$ cat src/rtl/systolic_pkg.sv
// Shared constants, FSM encoding and counter types for the systolic array feeder.
package systolic_pkg;

    localparam int unsigned PE_ROW           = 16;
    localparam int unsigned PE_COL           = 16;
    localparam int unsigned INPUT_DATA_WIDTH = 8;
    localparam int unsigned ROW_CNT_W        = 5;
    localparam int unsigned VEC_CNT_W        = 16;

    typedef enum logic [1:0] {
        ST_IDLE   = 2'd0,
        ST_LOAD   = 2'd1,
        ST_STREAM = 2'd2,
        ST_DRAIN  = 2'd3
    } state_t;

    typedef logic [ROW_CNT_W-1:0] row_cnt_t;
    typedef logic [VEC_CNT_W-1:0] vec_cnt_t;

endpackage

$ cat src/rtl/systolic_feeder_if.sv
// Job control, weight/activation handshakes and array-facing buses of the feeder.
interface systolic_feeder_if #(
    parameter int unsigned PE_ROW           = systolic_pkg::PE_ROW,
    parameter int unsigned PE_COL           = systolic_pkg::PE_COL,
    parameter int unsigned INPUT_DATA_WIDTH = systolic_pkg::INPUT_DATA_WIDTH
);
    import systolic_pkg::*;

    logic                               start;
    vec_cnt_t                           num_vec;
    logic                               w_valid;
    logic                               w_ready;
    logic [INPUT_DATA_WIDTH*PE_COL-1:0] w_data;
    logic                               a_valid;
    logic                               a_ready;
    logic [INPUT_DATA_WIDTH*PE_ROW-1:0] a_data;
    logic [INPUT_DATA_WIDTH*PE_ROW-1:0] in_a_bus;
    logic [INPUT_DATA_WIDTH*PE_COL-1:0] in_b_bus;
    logic [PE_ROW-1:0]                  enable;
    logic                               save;
    logic                               busy;
    logic                               done;

    modport slave (
        input  start, num_vec, w_valid, w_data, a_valid, a_data,
        output w_ready, a_ready, in_a_bus, in_b_bus, enable, save, busy, done
    );

    modport master (
        output start, num_vec, w_valid, w_data, a_valid, a_data,
        input  w_ready, a_ready, in_a_bus, in_b_bus, enable, save, busy, done
    );

endinterface

$ cat src/rtl/systolic_skew_line.sv
// DEPTH-stage {valid, data} delay line; one per array row to build the diagonal skew.
module systolic_skew_line #(
    parameter int unsigned DEPTH = 1,
    parameter int unsigned WIDTH = 8
) (
    input  logic             clk,
    input  logic             rstn,
    input  logic             in_valid,
    input  logic [WIDTH-1:0] in_data,
    output logic             out_valid,
    output logic [WIDTH-1:0] out_data
);
    localparam int unsigned DATA_W = DEPTH * WIDTH;

    logic [DEPTH-1:0]  v_q;
    logic [DATA_W-1:0] d_q;

    // New slot enters at the bottom; the oldest slot falls off the top after being presented.
    always_ff @(posedge clk or negedge rstn) begin
        if (!rstn) begin
            v_q <= '0;
            d_q <= '0;
        end else begin
            v_q <= DEPTH'({v_q, in_valid});
            d_q <= DATA_W'({d_q, in_data});
        end
    end

    assign out_valid = v_q[DEPTH-1];
    assign out_data  = d_q[DATA_W-1 -: WIDTH];

endmodule

$ cat src/rtl/systolic_feeder.sv
// Sequences weight load, skewed activation streaming and drain into a PE_ROW x PE_COL array.
module systolic_feeder #(
    parameter int unsigned PE_ROW           = systolic_pkg::PE_ROW,
    parameter int unsigned PE_COL           = systolic_pkg::PE_COL,
    parameter int unsigned INPUT_DATA_WIDTH = systolic_pkg::INPUT_DATA_WIDTH
) (
    input  logic              clk,
    input  logic              rstn,
    systolic_feeder_if.slave  bus
);
    import systolic_pkg::*;

    localparam int unsigned DW = INPUT_DATA_WIDTH;

    state_t   state_q, state_d;
    row_cnt_t row_cnt_q;
    vec_cnt_t vec_cnt_q, k_q;

    logic hs_w, hs_a, last_row, last_vec, last_drain;
    logic                 save_q;
    logic [PE_COL*DW-1:0] b_q;
    logic [PE_ROW*DW-1:0] a_gated;
    logic [PE_ROW*DW-1:0] a_bus;
    logic [PE_ROW-1:0]    en;

    assign hs_w       = bus.w_valid && (state_q == ST_LOAD);
    assign hs_a       = bus.a_valid && (state_q == ST_STREAM);
    assign last_row   = (row_cnt_q == ROW_CNT_W'(PE_ROW - 1));
    assign last_vec   = (VEC_CNT_W'(vec_cnt_q + VEC_CNT_W'(1)) == k_q);
    assign last_drain = (row_cnt_q == ROW_CNT_W'(PE_ROW - 2));

    always_ff @(posedge clk or negedge rstn) begin
        if (!rstn) state_q <= ST_IDLE;
        else       state_q <= state_d;
    end

    always_comb begin
        state_d = state_q;
        case (state_q)
            ST_IDLE:   if (bus.start) state_d = ST_LOAD;
            ST_LOAD:   if (hs_w && last_row) state_d = (k_q == '0) ? ST_DRAIN : ST_STREAM;
            ST_STREAM: if (hs_a && last_vec) state_d = ST_DRAIN;
            ST_DRAIN:  if (last_drain) state_d = ST_IDLE;
            default:   state_d = ST_IDLE;
        endcase
    end

    // Handshake readiness and status are pure functions of the current state.
    always_comb begin
        bus.w_ready = 1'b0;
        bus.a_ready = 1'b0;
        bus.busy    = (state_q != ST_IDLE);
        bus.done    = 1'b0;
        case (state_q)
            ST_LOAD:   bus.w_ready = 1'b1;
            ST_STREAM: bus.a_ready = 1'b1;
            ST_DRAIN:  bus.done    = last_drain;
            default:   ;
        endcase
    end

    // Row counter doubles as the drain cycle counter; it restarts on every state change.
    always_ff @(posedge clk or negedge rstn) begin
        if (!rstn) begin
            k_q       <= '0;
            row_cnt_q <= '0;
            vec_cnt_q <= '0;
        end else begin
            if ((state_q == ST_IDLE) && bus.start) k_q <= bus.num_vec;
            if (state_d != state_q)
                row_cnt_q <= '0;
            else if (hs_w || (state_q == ST_DRAIN))
                row_cnt_q <= ROW_CNT_W'(row_cnt_q + ROW_CNT_W'(1));
            if (state_q != ST_STREAM)
                vec_cnt_q <= '0;
            else if (hs_a)
                vec_cnt_q <= VEC_CNT_W'(vec_cnt_q + VEC_CNT_W'(1));
        end
    end

    always_ff @(posedge clk or negedge rstn) begin
        if (!rstn) begin
            save_q <= 1'b0;
            b_q    <= '0;
        end else begin
            save_q <= hs_w;
            b_q    <= hs_w ? bus.w_data : '0;
        end
    end

    // Bubbles enter the lines as zero-data invalid slots to keep the diagonal aligned.
    assign a_gated = hs_a ? bus.a_data : '0;

    for (genvar i = 0; i < PE_ROW; i++) begin : g_row
        systolic_skew_line #(
            .DEPTH (i + 1),
            .WIDTH (DW)
        ) u_line (
            .clk       (clk),
            .rstn      (rstn),
            .in_valid  (hs_a),
            .in_data   (a_gated[i*DW +: DW]),
            .out_valid (en[i]),
            .out_data  (a_bus[i*DW +: DW])
        );
    end

    assign bus.save     = save_q;
    assign bus.in_b_bus = b_q;
    assign bus.enable   = en;
    assign bus.in_a_bus = a_bus;

endmodule

$ cat src/flat_wrapper.sv
// flat-port wrapper written by rule: the top's interface ports become plain ports
module systolic_feeder_flat import systolic_pkg::*;
#(
    parameter int unsigned PE_ROW           = systolic_pkg::PE_ROW,
    parameter int unsigned PE_COL           = systolic_pkg::PE_COL,
    parameter int unsigned INPUT_DATA_WIDTH = systolic_pkg::INPUT_DATA_WIDTH
)
  (clk, rstn, bus_start, bus_num_vec, bus_w_valid, bus_w_data, bus_a_valid, bus_a_data, bus_w_ready, bus_a_ready, bus_in_a_bus, bus_in_b_bus, bus_enable, bus_save, bus_busy, bus_done);
  systolic_feeder_if #(.PE_ROW(PE_ROW), .PE_COL(PE_COL), .INPUT_DATA_WIDTH(INPUT_DATA_WIDTH)) bus_i ();
  input  logic clk;
  input  logic rstn;
  input wire logic [$bits(bus_i.start)-1:0] bus_start;
  input wire logic [$bits(bus_i.num_vec)-1:0] bus_num_vec;
  input wire logic [$bits(bus_i.w_valid)-1:0] bus_w_valid;
  input wire logic [$bits(bus_i.w_data)-1:0] bus_w_data;
  input wire logic [$bits(bus_i.a_valid)-1:0] bus_a_valid;
  input wire logic [$bits(bus_i.a_data)-1:0] bus_a_data;
  output wire logic [$bits(bus_i.w_ready)-1:0] bus_w_ready;
  output wire logic [$bits(bus_i.a_ready)-1:0] bus_a_ready;
  output wire logic [$bits(bus_i.in_a_bus)-1:0] bus_in_a_bus;
  output wire logic [$bits(bus_i.in_b_bus)-1:0] bus_in_b_bus;
  output wire logic [$bits(bus_i.enable)-1:0] bus_enable;
  output wire logic [$bits(bus_i.save)-1:0] bus_save;
  output wire logic [$bits(bus_i.busy)-1:0] bus_busy;
  output wire logic [$bits(bus_i.done)-1:0] bus_done;
  assign bus_i.start = bus_start;
  assign bus_i.num_vec = bus_num_vec;
  assign bus_i.w_valid = bus_w_valid;
  assign bus_i.w_data = bus_w_data;
  assign bus_i.a_valid = bus_a_valid;
  assign bus_i.a_data = bus_a_data;
  assign bus_w_ready = bus_i.w_ready;
  assign bus_a_ready = bus_i.a_ready;
  assign bus_in_a_bus = bus_i.in_a_bus;
  assign bus_in_b_bus = bus_i.in_b_bus;
  assign bus_enable = bus_i.enable;
  assign bus_save = bus_i.save;
  assign bus_busy = bus_i.busy;
  assign bus_done = bus_i.done;
  systolic_feeder #(.PE_ROW(PE_ROW), .PE_COL(PE_COL), .INPUT_DATA_WIDTH(INPUT_DATA_WIDTH)) u_core (.clk(clk), .rstn(rstn), .bus(bus_i));
endmodule
$ cat config.mk
export PLATFORM = sky130hd
export DESIGN_NAME = systolic_feeder_flat
export DESIGN_NICKNAME = d
export VERILOG_FILES = /design/src/rtl/systolic_pkg.sv /design/src/rtl/systolic_feeder_if.sv /design/src/rtl/systolic_skew_line.sv /design/src/rtl/systolic_feeder.sv /design/src/flat_wrapper.sv
export SDC_FILE = /design/constraint.sdc
export NUM_CORES = 1
export LEC_CHECK = 0
export CAP_MARGIN = 20
export CORE_AREA = 3 3 331 251
export CTS_BUF_LIST = sky130_fd_sc_hd__clkbuf_8
export DETAILED_ROUTE_END_ITERATION = 10
export DIE_AREA = 0 0 334 254
export PLACE_DENSITY = 0.68
export SYNTH_ARGS = -nofsm -noshare
export SYNTH_HDL_FRONTEND = slang
export SYNTH_SLANG_ARGS = --single-unit
$ cat constraint.sdc
create_clock -name clk -period 3.9 [get_ports clk]
set_input_delay 0.585 -clock clk [delete_from_list [all_inputs] [get_ports clk]]
set_output_delay 0.585 -clock clk [all_outputs]
set_load 0.005 [all_outputs]
# After elaboration in Yosys (flattened, before gate mapping)
# Cells that the tools add are included.
op_classes:
  reduce_logical: 11
  eq_ne: 8
  addsub: 2
  n_mux: 15
ops:
  columns: ["cell", "count"]
  rows:
  - ["2-to-1 mux 128 bit", 2]
  - ["2-to-1 mux 16 bit", 2]
  - ["adder 16 x 1 -> 16 bit (second input constant)", 1]
  - ["== test 16 bit", 1]
  - ["logical NOT 16 bit", 1]
  - ["== test 5 x 4 -> 1 bit (second input constant)", 2]
  - ["2-to-1 mux 5 bit", 2]
  - ["2-to-1 mux 2 bit", 4]
  - ["case mux 2 bit (4 select lines)", 1]
  - ["nonzero test 2 bit", 3]
  - ["adder 5 x 1 -> 5 bit (second input constant)", 1]
  - ["logical AND 1 bit", 5]
  - ["== test 2 bit (second input constant)", 2]
  - ["2-to-1 mux 1 bit", 4]
  - ["== test 2 x 1 -> 1 bit (second input constant)", 1]
  - ["logical NOT 2 bit", 1]
  - ["inequality test 2 bit", 1]
  - ["inequality test 2 bit (second input constant)", 1]
  - ["logical OR 1 bit", 1]
totals:
  input_bits: 277
  regBits: 1392
  output_inout_bits: 277
  word_cells: 74

# Logic depth before layout (Yosys ltp)
# Gate-level depths: netlist of the first run.
depth:
  ltp_word: 7
  ltp_mapped: 8
  ltp_nobuf: 7

# By module
# A second synthesis of the first run with hierarchy kept.
hier_totals:
  cells_unflattened: 2008
  hier_area_um2: 38892.3
modules_own_cells:
  columns: ["mod", "n_inst", "area_each_um2", "cells_per_inst"]
  rows:
  - ["systolic_feeder", 1, 7362.1, 664]
  - ["systolic_skew_line at u_core.g_row[15].u_line", 1, 3663.5, 152]
  - ["systolic_skew_line at u_core.g_row[14].u_line", 1, 3438.3, 143]
  - ["systolic_skew_line at u_core.g_row[13].u_line", 1, 3213.1, 134]
  - ["systolic_skew_line at u_core.g_row[12].u_line", 1, 2987.9, 125]
  - ["systolic_skew_line at u_core.g_row[11].u_line", 1, 2762.6, 116]
  - ["systolic_skew_line at u_core.g_row[10].u_line", 1, 2537.4, 107]
  - ["systolic_skew_line at u_core.g_row[9].u_line", 1, 2312.2, 98]
  - ["systolic_skew_line at u_core.g_row[8].u_line", 1, 2087.0, 89]
  - ["systolic_skew_line at u_core.g_row[7].u_line", 1, 1861.8, 80]
  - ["systolic_skew_line at u_core.g_row[6].u_line", 1, 1636.6, 71]
  - ["systolic_skew_line at u_core.g_row[5].u_line", 1, 1411.4, 62]
  - ["systolic_skew_line at u_core.g_row[4].u_line", 1, 1186.1, 53]
  - ["systolic_skew_line at u_core.g_row[3].u_line", 1, 960.9, 44]
  - ["+3 rows", null, null, null]

# Worst setup path after synthesis of the first run
# Ideal clock, no wire load.
synth_timing:
  kind: "reg-to-reg"
  from: "register u_core.vec_cnt_q[0]"
  to: "register u_core.state_q[0]"
  period_less_slack_ns: 2.276
  t_arrival_ns: 2.211
  path_stages_with_launch: 9
  path_buffers: 1
  setup_time_ns: 0.066
  setup_slack_ns: 1.624
  cell_sequence: "dfrtp_1 ha_1 and4_1 buf_6 a31o_2 a222oi_1 nand4_1 a2111oi_4 or3_1"
synth_between:
  elab_chain_len: 5
synth_rtl:
  columns: ["element", "line_no", "rtl"]
  rows:
  - ["start, declared", "systolic_feeder.sv:17", "vec_cnt_t vec_cnt_q, k_q;"]
  - ["start signal, assigned", "systolic_feeder.sv:77", "vec_cnt_q <= VEC_CNT_W'(vec_cnt_q + VEC_CNT_W'(1));"]
  - ["adder 16 x 1 -> 16 bit", "systolic_feeder.sv:29", "assign last_vec = (VEC_CNT_W'(vec_cnt_q + VEC_CNT_W'(1)) == k_q);"]
  - ["== test 16 bit", "systolic_feeder.sv:29", null]
  - ["logical AND 1 bit", "systolic_feeder.sv:42", "ST_STREAM: if (hs_a && last_vec) state_d = ST_DRAIN;"]
  - ["2-to-1 mux 2 bit", "systolic_feeder.sv:42", null]
  - ["case mux 2 bit (4 select lines)", "systolic_feeder.sv:39", "case (state_q)"]
  - ["net u_core.state_d[0]", "systolic_feeder.sv:15", "state_t state_q, state_d;"]
  - ["end signal, assigned", "systolic_feeder.sv:34", "else state_q <= state_d;"]
  - ["end, declared", "systolic_feeder.sv:15", null]
# The timed path passes the listed nets, and every way through them passes these cells.
# A chain may end at the register's enable or synchronous reset.

# Worst setup path after layout of the first run
layout_timing:
  from: "register u_core.row_cnt_q[0]"
  to: "output bus_done"
layout_between:
  elab_chain_len: 2
layout_rtl:
  columns: ["element", "line_no", "rtl"]
  rows:
  - ["start, declared", "systolic_feeder.sv:16", "row_cnt_t row_cnt_q;"]
  - ["start signal, assigned", "systolic_feeder.sv:73", "row_cnt_q <= ROW_CNT_W'(row_cnt_q + ROW_CNT_W'(1));"]
  - ["== test 5 x 4 -> 1 bit", "systolic_feeder.sv:30", "assign last_drain = (row_cnt_q == ROW_CNT_W'(PE_ROW - 2));"]
  - ["2-to-1 mux 1 bit", "systolic_feeder.sv:54", "case (state_q)"]
  - ["end, declared", "flat_wrapper.sv:25", "output wire logic [$bits(bus_i.done)-1:0] bus_done;"]
# No other way between the ends.

==> out/qor.yml, run 1 <==
global_route:
  grt_pass1_wl_mm: 97.7
  grt_pass1_vias: 17300
  overflow: 0
  grtUsageTotal: 0.152
  grt_max_degree: 130
  antenna_found_initial: 13
layout:
  layout-drive-gt1-share: 0.126
  multi_input_area_mm2: 0.00288
  finalNetCount: 2761
  final_cells: 3686
  synthToLayoutAreaGrowth_pct: 27.5
  ff_latch_area_mm2: 0.0318
  stdcell_area_mm2: 0.0458
  fin_util: 0.571
  fillers: 5910
pwr:
  clkPwrFrac: 0.393
  leakagePower_nw: 23.2
  p_int_mw: 20.5
  power_frac_comb: 0.073
  vdd_ir_drop_max_v: 0.000274
  power.switching_mw: 5.98
  powerDensity_mw_per_mm2: 578
  seqPwrFrac: 0.534
  power_mw: 26.4
  switching_share: 0.226
setup_path:
  worst-setup-path-type: "reg2out"
  end_kind: "output pin"
  worstPathArrival_ns: 2.72
  reg2regPathDepth: 7
  cp.required_ns: 3.31
  worstSetupStartpointType: "register"
  ff2ff_setup_slack_ns: 1.23
  reg2reg_from: "u_core.vec_cnt_q[0]"
  startpoint: "u_core.row_cnt_q[0]"
  worst-path-max-fanout: 4
  reg2reg_to: "u_core.row_cnt_q[1]"
detailed_routing:
  avgViaCountPerCell: 4.26
  drt_iter0_drc: 934
  wl_mm: 64.6
  final_antenna_net_count: 0
  drc: 0
  wl_per_cell_um: 17.5
  dr.pass1.iters: 5
  vias: 15700
floorplan:
  coreArea_mm2: 0.0802
  die_y_um: 254
  die_area_mm2: 0.0848
  rows: 90
  io_pins: 554
  initial_core_util: 0.448
  die_w_um: 334
worst_hold_path:
  hold_path_end: "u_core.g_row[15].u_line.d_q[77]"
  hp-start: "u_core.g_row[15].u_line.d_q[69]"
  hp-class: "reg2reg"
  holdPathStages: 0
synthesis:
  yosysMostFrequentCell: "dfrtp_1"
  synth_seq_cells: 1272
  synth_edf_count: 0
  seq_area_frac_synth: 0.887
  async_reset_ff_frac: 1.00
  syn_nets: 2166
  synth.top_cell.area_share: 0.887
  synth.distinct_cells: 53
  yosys_warnings: 0
  synth_area_leader_cell: "dfrtp_1"
  netlist_area_mm2: 0.0359
  synth_area_leaders: "dfrtp_1 (89%), and2_1 (4.5%), buf_4 (2.9%), mux2_2 (0.50%), xnor2_1 (0.46%)"
  ys.flop_type: "dfrtp_1"
  avgSynthCellArea_um2: 19.0
  syn_inst: 1885
  synth_common_cells: "dfrtp_1 (1,272), and2_1 (256), buf_4 (137)"
timing:
  slew_headroom: 0.465
  skew_ns: 0.0349
  tns_ns: 0
  hold_viol: 0
  worst_pin_slew_ns: 0.802
  hold_slack_ns: 0.316
  period_needed_ns: 3.30
  finalSetupViolations: 0
  drv_slew: 0
  min_period_over_period: 0.847
  rsz0062_at_grt: "no"
  setup_slack_ns: 0.598
  max_freq_mhz: 303
placement:
  dpl_cell_area_mm2: 0.0420
  gp_congestion: 0.786
  io_buffers: 553
  dp_hpwl_mm: 42.4
  place_inst: 3359
  post-place-ws_ns: 1.09
clocking:
  clockBufferDepth: 3
  clk_pin_slew_ns: 0.07
  clock_sinks: 1272
  root_buffer: "clkbuf_8"
  clock_latency_ns: 0.80
  cts_tree: "done"
  htree_levels: 4
  numCtsBuffers: 176
  postCtsSetupRepairBufs: 0
run:
  maxCapViolCount: 0
run_status:
  status: "finished, final reports clean"
## worst max-delay path, cell delays in order, from the launching register on
cell,delay (ns)
dfrtp_1,0.42
inv_1,0.11
ha_1,0.15
nand4_1,0.14
nor3b_1,0.44
clkdlybuf4s50_1,0.67
## layout by cell type (no fill, tap or decap), drive strengths merged, types with 2 or more instances in the layout
cell	n
and3	4
clkdlybuf4s50	552
clkinv	26
ha	4
xor2	15
a21oi	4
and3b	2
a31oi	3
and4	3
diode	7
nor2	29
clkbuf	215
buf	38
xnor2	19
clkinvlp	5
nand4	7
mux2	16
nor3b	2
or3	4
nor4	4
nand2	17
o2111a	2
inv	71
and2	257
dfrtp	1272
a211oi	2
nor3	2
nor2b	2
nand3	9
o211ai	2
bufinv	8
o21ai	8
## logic make-up (layout without fill, tap and decap cells)
logic type / count (synthesis) / count (layout) / synth area share
compound gates: 31 / 31 / 0.00648
xor+xnor: 34 / 34 / 0.00830
fa+ha+maj: 4 / 4 / 0.00139
buf+inv: 180 / 916 / 0.0335
flops: 1272 / 1272 / 0.887
mux: 17 / 17 / 0.00530
other cells: 0 / 7 / 0
simple gates: 347 / 347 / 0.0582
## final cells by class
type,instances,area share
inverters,6,0.000492
repair buffers,591,0.130
clock buffers,215,0.0646
well taps,1058,0.0289
multi-input cells,433,0.0628
clock inverters,104,0.0168
flip-flops and latches,1272,0.695
diodes,7,0.000383
## routing by layer
layer	routed length, µm	vias up	global-route usage	part of all wire
li1	-	6970	-	-
met1	26800	8171	0.195	0.41
met2	32000	412	0.241	0.50
met3	3720	152	0.0509	0.058
met4	1990	10	0.0657	0.031
met5	65	-	0	0.0010
## state kept, by name, indices dropped and copies added, names as in the netlist
register / flops
u_core.bus.in_b_bus: 128
u_core.g_row.u_line.d_q: 1080
u_core.bus.save: 1
u_core.g_row.u_line.out_data: 8
u_core.k_q: 16
u_core.state_q: 2
u_core.row_cnt_q: 5
u_core.g_row.u_line.v_q: 16
u_core.vec_cnt_q: 16
## power by group through the flow
stage | registers [mW] | clock network (mW) | logic [mW]
2_1_floorplan | 14.3 | 0 | 0.662
3_3_place_gp | 14.3 | 0 | 1.88
4_1_cts | 14.1 | 10.8 | 1.96
3_5_place_dp | 14.4 | 0 | 1.95
6_report | 14.1 | 10.4 | 1.93
5_1_grt | 14.2 | 11.4 | 2.11
## timing repair
item	4_1_cts	5_1_grt
hold buffers	1	0
resized for setup	0	0
hold endpoints to repair	104	0
## how the worst max path moves through the flow
stage                          end  cells past startpoint  slack [ns]
3_5_place_dp   u_core.row_cnt_q[1]                      7        1.09
4_1_cts                   bus_done                      5        0.58
3_3_place_gp   u_core.row_cnt_q[4]                      7        1.21
2_1_floorplan    u_core.state_q[0]                      8        1.62
6_report                  bus_done                      5        0.60
5_1_grt                   bus_done                      5        0.41
No activity file was read; power rests on OpenSTA's default activity.
==> run 2, diff against run 1 <==
PLACE_DENSITY = 0.71   (was 0.68)
clock period = 2.8 ns   (was 3.9 ns; I/O delays follow)
==> out/qor.yml, run 2 (synthesis results as in run 1) <==
run_status:
  status: "finished, final reports clean"  # unchanged
timing:
  period_needed_ns: 2.68
  min_period_over_period: 0.956
  drv_slew: 0  # unchanged
  tns_ns: 0  # unchanged
  skew_ns: 0.0411  # was 0.0349 ns
  hold_viol: 0  # unchanged
  slew_headroom: 0.510  # was 0.465
  finalSetupViolations: 0  # unchanged
  max_freq_mhz: 374
  worst_pin_slew_ns: 0.734  # was 0.802 ns
  rsz0062_at_grt: "no"  # unchanged
run:
  maxCapViolCount: 0  # unchanged
global_route:
  grt_pass1_wl_mm: 97.0  # was 97.7 mm
  grt_max_degree: 130  # unchanged
  grtUsageTotal: 0.148  # was 0.152
  grt_pass1_vias: 17500  # was 17,300
  antenna_found_initial: 10  # was 13
  overflow: 0  # unchanged
layout:
  layout-drive-gt1-share: 0.131  # was 0.126
  multi_input_area_mm2: 0.00288  # about the same
  final_cell_mix: "dfrtp_1 (1,270), clkdlybuf4s50_1 (551), and2_1 (256), clkbuf_8 (225), inv_1 (52)"  # was dfrtp_1 (1,272), clkdlybuf4s50_1 (552), and2_1 (256), clkbuf_8 (215), inv_1 (62)
  ff_latch_area_mm2: 0.0318  # about the same
  final_common_cell: "dfrtp_1"  # unchanged
  fin_util: 0.572  # was 0.571
  synthToLayoutAreaGrowth_pct: 27.9  # was 27.5%
  fillers: 5862  # was 5,910
  finalNetCount: 2774  # was 2,761
  regMostFlops: "u_core.g_row.u_line.d_q"  # unchanged
  largest_register_ffs: 1080  # unchanged
  stdcell_area_mm2: 0.0459  # was 0.0458 mm²
setup_path:
  slowest_stage: "a2111oi_4"  # was clkdlybuf4s50_1
  cp_top_family: "compound AO/OA/AOI/OAI gates"  # was buffers and inverters
  worst-setup-path-type: "reg2reg"  # was reg2out
  cp_cell_sequence: "ha_1 > and4_2 > a21boi_0 > a211o_1 > a21o_1 > a2111oi_4 > nor2_1"  # was inv_1 > ha_1 > nand4_1 > nor3b_1 > clkdlybuf4s50_1
  worst-path-max-fanout: 11  # was 4
  reg2regPathDepth: 7  # unchanged
  cp.required_ns: 3.47  # was 3.31 ns
  worstPathArrival_ns: 3.34  # was 2.72 ns
  max_stage_delay_ns: 0.51  # was 0.67 ns
  end_kind: "register"  # was output pin
  path_buf_inv: 0  # was 2
  cp.depth: 7  # was 5
  worstSetupStartpointType: "register"  # unchanged
pwr:
  powerDensity_mw_per_mm2: 798  # was 578 mW/mm²
  leakagePower_nw: 23.3  # was 23.2 nW
  seqPwrFrac: 0.538  # was 0.534
  power_frac_comb: 0.074  # was 0.073
  vdd_ir_drop_max_v: 0.000492  # was 0.000274 V
  switching_share: 0.222  # was 0.226
  clkPwrFrac: 0.388  # was 0.393
  p_int_mw: 28.5  # was 20.5 mW
  power.switching_mw: 8.14  # was 5.98 mW
detailed_routing:
  dr.pass1.iters: 5  # unchanged
  vias: 15900  # was 15,700
  wl_met2_mm: 31.9  # was 32.0 mm
  met3WireLength_mm: 3.97  # was 3.72 mm
  final_antenna_net_count: 0  # unchanged
  drc: 0  # unchanged
  drt_iter0_drc: 918  # was 934
  wl_mm: 62.3  # was 64.6 mm
  met1Wirelength_mm: 24.9  # was 26.8 mm
  wl_per_cell_um: 16.9  # was 17.5 µm
  top_layer: "met4"  # was met5
  avgViaCountPerCell: 4.30  # was 4.26
clocking:
  root_buffer: "clkbuf_8"  # unchanged
  numCtsBuffers: 176  # unchanged
  htree_levels: 4  # unchanged
  clockBufferDepth: 3  # unchanged
  clock_latency_ns: 0.80  # about the same
  clock_sinks: 1272  # unchanged
  cts_tree: "done"  # unchanged
  clk_pin_slew_ns: 0.07  # about the same
worst_hold_path:
  holdPathStages: 2  # was 0
  hp-class: "in2reg"  # was reg2reg
floorplan:
  die_area_mm2: 0.0848  # unchanged
  rows: 90  # unchanged
  die_y_um: 254  # unchanged
  io_pins: 554  # unchanged
  initial_core_util: 0.448  # unchanged
  coreArea_mm2: 0.0802  # unchanged
  die_w_um: 334  # unchanged
placement:
  io_buffers: 553  # unchanged
  dpl_cell_area_mm2: 0.0422  # was 0.0420 mm²
  gp_congestion: 0.817  # was 0.786
  dp_hpwl_mm: 41.0  # was 42.4 mm
==> run 2: worst paths after layout <==
path,start,endpoint,slack [ns]
worst min-delay path,bus_w_data[42],u_core.bus.in_b_bus[42],0.17
worst min register to register,u_core.g_row[5].u_line.d_q[13],u_core.g_row[5].u_line.d_q[21],0.32
min in group asynchronous,rstn,u_core.g_row[11].u_line.d_q[0],0.20
worst max register to register,u_core.vec_cnt_q[0],u_core.row_cnt_q[3],0.12
worst max-delay path,u_core.vec_cnt_q[0],u_core.row_cnt_q[3],0.12
max in group asynchronous,rstn,u_core.bus.in_b_bus[68],1.67
==> run 2: through the flow <==
stage | setup slack, ns | power [mW] | hold slack [ns] | std cells
final | 0.123 | 36.6 | 0.168 | 3683
after CTS | 0.0124 | 37.2 | 0.0651 | 3678
after floorplan | 0.524 | 20.8 | 0.124 | 1885
after detailed placement | 0.135 | 22.8 | 0.335 | 3371
after global routing | 0.0195 | 38.3 | 0.0817 | 3680
after global placement | 0.295 | 22.6 | 0.331 | 3371
==> run 2: what timing repair did <==
action / in CTS / in global routing
cloned: 0 / 0
setup endpoints to repair: 1 / 8
hold buffers: 1 / 0
endpoints found under the hold margin: 81 / 0
resized for setup: 2 / 5
setup buffers: 0 / 1
pin swaps: 0 / 1
==> run 2: cell type report <==
type,count,share of cell area
flip-flops and latches,1272,0.694
repair buffers,604,0.134
clock buffers,225,0.0675
multi-input cells,433,0.0628
well taps,1058,0.0288
clock inverters,81,0.0124
inverters,6,0.000491
diodes,4,0.000218
==> run 2: power by group through the flow <==
stage               clock, mW  combinational [mW]  sequential (mW)
finish                   14.2                2.71             19.7
global route             15.6                2.96             19.8
CTS                      14.8                2.76             19.7
detailed placement          0                2.73             20.0
global placement            0                2.64             20.0
floorplan                   0               0.923             19.9
==> run 2: worst register-to-register path: cells and delay by family, from the launching register on <==
family                   cells  cell delay, ns
AND/OR/NAND/NOR              2            0.53
adder cells (fa/ha/maj)      1            0.36
flip-flops                   1            0.49
AO/OA/AOI/OAI                4            1.18
==> run 2: metal layers <==
layer	GRT usage	vias to the layer above
li1	-	6999
met1	0.189	8277
met2	0.238	443
met3	0.0485	133
met4	0.0595	0
met5	0	-
==> run 3, diff against run 2 <==
PLACE_DENSITY = 0.68   (was 0.71)
clock period = 3 ns   (was 2.8 ns; I/O delays follow)
==> out/qor.yml, run 3 (synthesis results as in run 1) <==
clocking:
  clock_sinks: 1272  # unchanged
  htree_levels: 4  # unchanged
  clk_pin_slew_ns: 0.07  # about the same
  root_buffer: "clkbuf_8"  # unchanged
  numCtsBuffers: 177  # was 176
  cts_tree: "done"  # unchanged
  clock_latency_ns: 0.79  # was 0.80 ns
  clockBufferDepth: 3  # unchanged
pwr:
  power_mw: 34.1  # was 36.6 mW
  powerDensity_mw_per_mm2: 747  # was 798 mW/mm²
  leakagePower_nw: 23.2  # was 23.3 nW
  vdd_ir_drop_max_v: 0.000403  # was 0.000492 V
layout:
  synthToLayoutAreaGrowth_pct: 27.4  # was 27.9%
  largest_register_ffs: 1080  # unchanged
  final_common_cell: "dfrtp_1"  # unchanged
  finalNetCount: 2763  # was 2,774
  stdcell_area_mm2: 0.0457  # was 0.0459 mm²
  layout-drive-gt1-share: 0.127  # was 0.131
  final_cells: 3678  # was 3,683
  regMostFlops: "u_core.g_row.u_line.d_q"  # unchanged
  final_cell_mix: "dfrtp_1 (1,272), clkdlybuf4s50_1 (551), and2_1 (256), clkbuf_8 (221), inv_1 (56)"  # was dfrtp_1 (1,270), clkdlybuf4s50_1 (551), and2_1 (256), clkbuf_8 (225), inv_1 (52)
timing:
  skew_ns: 0.0315  # was 0.0411 ns
  tns_ns: 0  # unchanged
  finalSetupViolations: 0  # unchanged
  drv_slew: 0  # unchanged
  hold_viol: 0  # unchanged
  worst_pin_slew_ns: 0.716  # was 0.734 ns
  max_freq_mhz: 363
  rsz0062_at_grt: "no"  # unchanged
  min_period_over_period: 0.918
  period_needed_ns: 2.76
  slew_headroom: 0.522  # was 0.510
detailed_routing:
  wl_mm: 64.2  # was 62.3 mm
  avgViaCountPerCell: 4.28  # was 4.30
  wl_per_cell_um: 17.5  # was 16.9 µm
  dr.pass1.iters: 5  # unchanged
  drc: 0  # unchanged
  drt_iter0_drc: 1009  # was 918
  vias: 15700  # was 15,900
  final_antenna_net_count: 0  # unchanged
placement:
  io_buffers: 553  # unchanged
  dp_hpwl_mm: 42.0  # was 41.0 mm
  gp_congestion: 0.850  # was 0.817
  dpl_cell_area_mm2: 0.0420  # was 0.0422 mm²
  place_inst: 3360  # was 3,371
floorplan:
  die_area_mm2: 0.0848  # unchanged
  die_y_um: 254  # unchanged
  rows: 90  # unchanged
  initial_core_util: 0.448  # unchanged
  coreArea_mm2: 0.0802  # unchanged
  die_w_um: 334  # unchanged
  io_pins: 554  # unchanged
global_route:
  antenna_found_initial: 9  # was 10
  grt_max_degree: 130  # unchanged
  grt_pass1_vias: 17500  # about the same
  grtUsageTotal: 0.153  # was 0.148
  grt_pass1_wl_mm: 99.0  # was 97.0 mm
  overflow: 0  # unchanged
run_status:
  status: "finished, final reports clean"  # unchanged
setup_path:
  max_stage_delay_ns: 0.63  # was 0.51 ns
  slowest_stage: "clkdlybuf4s50_1"  # was a2111oi_4
  worstSetupStartpointType: "register"  # unchanged
  cp_cell_sequence: "nand2b_2 > inv_1 > clkdlybuf4s50_1"  # was ha_1 > and4_2 > a21boi_0 > a211o_1 > a21o_1 > a2111oi_4 > nor2_1
  end_kind: "output pin"  # was register
  ff2ff_setup_slack_ns: 0.26  # was 0.12 ns
  cp_top_family: "buffers and inverters"  # was compound AO/OA/AOI/OAI gates
  worst-setup-path-type: "reg2out"  # was reg2reg
  worst-path-max-fanout: 9  # was 11
  worstPathArrival_ns: 2.31  # was 3.34 ns
  startpoint: "u_core.state_q[0]"  # was u_core.vec_cnt_q[0]
  reg2reg_from: "u_core.vec_cnt_q[0]"  # unchanged
  cp.required_ns: 2.55  # was 3.47 ns
  path_buf_inv: 2  # was 0
worst_hold_path:
  hp-class: "in2reg"  # unchanged
  hp-start: "bus_a_data[0]"  # was bus_w_data[42]
run:
  maxCapViolCount: 0  # unchanged
[run 3: changes by cell type in the layout (fill, tap and decap cells not counted), moves of 2 or more]
cell      before   now
dfrtp_2        2     0
buf_4         31    25
clkinv_2      15    20
inv_12         3     6
dfrtp_1     1270  1272
clkbuf_8     225   221
buf_12        20    14
inv_1         52    56
[run 3: area by class of cell]
cell class / count / area, µm²
multi-input combinational: 433 / 2880
fill: 5899 / 34500
tap: 1058 / 1320
antenna: 5 / 12.5
inverter: 6 / 22.5
clock inverter: 91 / 609
clock buffer: 221 / 3040
sequential: 1272 / 31800
timing repair buffer: 592 / 6000
[run 3: final timing paths]
| kind | end | cells after the start |
|---|---|---|
| max in group asynchronous | u_core.g_row[10].u_line.d_q[22] | 3 |
| max reg2reg | u_core.state_q[0] | 7 |
| max | bus_a_ready | 3 |
| min in group asynchronous | u_core.g_row[11].u_line.d_q[64] | 2 |
| min reg2reg | u_core.g_row[11].u_line.d_q[83] | 0 |
| min | u_core.g_row[0].u_line.out_data[0] | 2 |
[run 3: timing repair]
item,in CTS,in global routing
resized for setup,2,1
hold buffers,1,0
endpoints found under the setup margin,1,1
buffers inserted,0,0
pin swaps,0,0
cloned,0,0
endpoints found under the hold margin,63,0
[run 3: power breakdown]
group	leakage [nW]	switching, mW	internal, mW
logic	3.50	1.13	1.39
registers	17.6	0.412	18.0
clock network	2.07	6.19	7.06
[run 3: per-stage QoR]
step | setup WS, ns | util | hold WS, ns
after floorplan | 0.724 | - | 0.154
after global placement | 0.474 | 0.524 | 0.331
after detailed placement | 0.318 | 0.524 | 0.335
after CTS | 0.0255 | 0.570 | 0.0868
after global routing | 0.0285 | 0.570 | 0.115
final | 0.245 | 0.570 | 0.204
[run 3: metal layers]
layer	global-route usage	vias up	routed length [µm]
li1	-	6975	-
met5	0	-	31
met4	0.0637	4	1790
met3	0.0470	148	3510
met2	0.242	434	32500
met1	0.199	8178	26400
==> variant 1, RTL diff (settings of run 2) <==
`PE_ROW`: 16 -> 17.
--- a/src/rtl/systolic_pkg.sv
+++ b/src/rtl/systolic_pkg.sv
@@ -1,7 +1,7 @@
 // Shared constants, FSM encoding and counter types for the systolic array feeder.
 package systolic_pkg;
 
-    localparam int unsigned PE_ROW           = 16;
+    localparam int unsigned PE_ROW           = 17;
     localparam int unsigned PE_COL           = 16;
     localparam int unsigned INPUT_DATA_WIDTH = 8;
     localparam int unsigned ROW_CNT_W        = 5;
Interface: changed (resized bus_a_data, bus_enable and bus_in_a_bus); port bits go from 554 to 571. The function was not compared with the original's and may differ.
==> variant 1 against run 2 <==
  * Wire length increased by 25%
  * Utilization up 4.8 points
  * Area after synthesis up 10%
  * First-iteration DRC count rose by 18%
  * Sequential cell count rose by 137
  * Total power is 17% higher
  * Count of clock-buffer cells in the layout is 14 higher
  * Via count up 12%
  * Worst setup slack lost 0.0038 ns
  * Final cell count is 5.4% higher
  * Sequential share of layout area rose by 1.5 points
  * Critical path depth down 5
  * Cell area grew 8.4%
==> variant 1: results (changes against run 2) <==
Reg2Reg Setup Slack=0.36 ns (+0.24 ns); Critical Path Start=u_core.state_q[1]$_DFF_PN0_; number of global-route vias before repair=19900 (+13%); global-route wire length before repair=118 mm (+21%); Buffers on Ports=570 (+3.1%); M1 wire length=31.2 mm (+25%); number of DRC markers in iteration 0=1082 (+18%); Max VDD drop=0.393 mV (-20%); switching pwr=10.0 mW (+23%); xor and xnor fraction of the mapped netlist area=0.00819 (-0.000107); GP Congestion=0.883 (+8.1%); post-synthesis sequential area ratio=0.891 (+0.00426); Total GRT Usage=0.186 (+0.0377); Mapped Cells=2069 (+9.8%); cts bufs inserted=194 (+10%); Final nets=2963 (+6.8%); met2 Use GR=0.296 (+0.0580); grt met3 use=0.0665 (+0.0180); ranking of synthesized cells by area=dfrtp_1 89%, and3_1 4.3%, buf_4 2.8%, clkbuf_1 0.55%, xnor2_1 0.51%; placed insts=3530 (+4.7%); status=completed; Yosys cell types=48 (-9.4%); Mapped Nets=2358 (+8.9%); layout cells sized above 1=0.125 (-0.00660); reg2reg path depth=5 (-2); top routing layer in use=met5
[variant 1: stage by stage]
step                      total power [mW]  instance area, um^2   util
after floorplan                       25.2                39600      -
after global placement                27.7                45800  0.571
after detailed placement              27.9                45800  0.571
after CTS                             43.4                49700  0.620
after global routing                  44.7                49700  0.620
final                                 42.7                49800  0.621
[variant 1: timing repair]
item | CTS | global route
buffers inserted | 0 | 2
gates resized for setup | 4 | 0
hold buffers | 3 | 0
endpoints found under the setup margin | 1 | 1
cloned | 0 | 1
hold endpoints to repair | 279 | 0
[variant 1: critical path, stage by stage (launching register included)]
cell and delay [ns]:
dfrtp_1 0.50, or2_2 0.40, clkdlybuf4s50_1 0.55
[variant 1: layout make-up]
type / count / area, um^2
repair buffers: 623 / 6310
well taps: 1058 / 1320
inverters: 6 / 25.0
clock inverters: 99 / 614
clock buffers: 239 / 3290
fillers: 5641 / 30400
flip-flops and latches: 1409 / 35300
diodes: 8 / 20.0
multi-input cells: 440 / 2920
==> variant 2, RTL diff (flow settings as in run 2) <==
Made on the original files. Take the reset off `d_q` and load it in a clocked block of its own.
--- a/src/rtl/systolic_skew_line.sv
+++ b/src/rtl/systolic_skew_line.sv
@@ -19,11 +19,13 @@
     always_ff @(posedge clk or negedge rstn) begin
         if (!rstn) begin
             v_q <= '0;
-            d_q <= '0;
         end else begin
             v_q <= DEPTH'({v_q, in_valid});
-            d_q <= DATA_W'({d_q, in_data});
         end
+    end
+
+    always_ff @(posedge clk) begin
+        d_q <= DATA_W'({d_q, in_data});
     end
 
     assign out_valid = v_q[DEPTH-1];
Formal check against the unedited RTL: no difference found for any inputs over 4 cycles, from zero or initial values and one cycle with rstn low; that may be too few to reach the edited logic, so the function may still have changed.
==> variant 2 against run 2 <==
  * Area after synthesis fell by 15%
  * Total power rose by 2.0%
  * Worst setup slack improved by 0.053 ns
  * Critical path depth fell by 2
  * Wire length fell by 5.9%
  * Sequential cell count did not move
  * Cell area fell by 12%
  * Global-route usage fell by 1.2 points
  * Critical path type is now reg2out
  * Critical endpoint is now bus_done
==> variant 2: results (changes against run 2) <==
Multi-input gate area=2840 um^2 (-1.6%); non-filler cells in the finished layout=3675 (-0.22%); post-synthesis sequential area ratio=0.865 (-0.0220); Worst EP arrival=2.20 ns (-1.14 ns); largest net degree at the start of global routing=136 (+4.6%); critical path's top delay family=simple AND/OR/NAND/NOR gates; Yosys cell types=43 (-19%); FF+latch area=26400 um^2 (-17%); ranking of synthesized cells by area=dfxtp_1 71%, dfrtp_1 15%, and3_1 5.3%, buf_4 3.4%, clkbuf_1 0.73%; GP Congestion=0.889 (+8.8%); Reg-to-Reg End=u_core.state_q[0]$_DFF_PN0_; Non-CTS buffers=565 (-6.5%); CP max stage cell=dfrtp_1; Reg2Reg Setup Slack=0.46 ns (+0.34 ns); Seq area share=0.656 (-0.0377); status=completed; post-CTS resize count=4 (+2); # hold bufs at CTS=2 (+1); cts bufs inserted=174 (-1.1%); M1 wire length=25.1 mm (+0.78%); Synth top cells by count=1088 x dfxtp_1, 258 x and3_1, 184 x dfrtp_1; Non-clock buffer share=0.141 (+0.00688); clock buf count=221 (-1.8%); routed length per placed instance=16.0 um (-5.7%); RR Startpoint=u_core.vec_cnt_q[3]$_DFFE_PN0P_; detailed placement HPWL=39.2 mm (-4.5%); # diodes=16 (+12); Total GRT Usage=0.137 (-0.0119); Met2 Wirelength=26.5 mm (-17%); Final Skew=0.0353 ns (-0.00578 ns); largest stage delay on the critical path=0.41 ns (-0.10 ns); number of DRC markers in iteration 0=710 (-23%); ClkCell Share=0.0981 (+0.0182); Adder-Cell Fraction of Synth Area=0.00164 (+0.000246); initial antenna violation count=27 (+17); top routing layer in use=met5; Rel. slew slack=0.492 (-0.0188); DR vias=14800 (-6.6%); ys async rst share=0.145 (-0.855); Critical Path Start=u_core.row_cnt_q[0]$_DFFE_PN0P_; layout cells sized above 1=0.116 (-0.0155); xor and xnor fraction of the mapped netlist area=0.0100 (+0.00175); Final nets=2735 (-1.4%); number of fill cells=6623 (+13%)
variant 2: changes by cell type after synthesis, sizes merged, moves of 3 or more:
cell	delta
nor2	+4
dfrtp	-1088
and2	-255
a31oi	+3
clkbuf	+26
and3	+254
dfxtp	+1088
variant 2: report_power, final:
| part | switching [mW] | internal (mW) |
|---|---|---|
| Combinational | 1.23 | 1.52 |
| Sequential | 0.438 | 19.0 |
| Clock | 6.74 | 8.37 |
| Total | 8.41 | 28.9 |
variant 2: per-layer routing:
metal	vias up	global-route usage
met5	-	0
met4	16	0.0608
met3	141	0.0707
met2	457	0.205
met1	6994	0.164
li1	7198	-
variant 2: cells by family (layout without fill, tap and decap cells):
logic type / after synthesis / in the layout
compound gates: 33 / 33
buf+inv: 208 / 894
flops: 1272 / 1272
other cells: 0 / 16
fa+ha+maj: 4 / 4
xor+xnor: 35 / 35
mux: 16 / 16
simple gates: 347 / 347
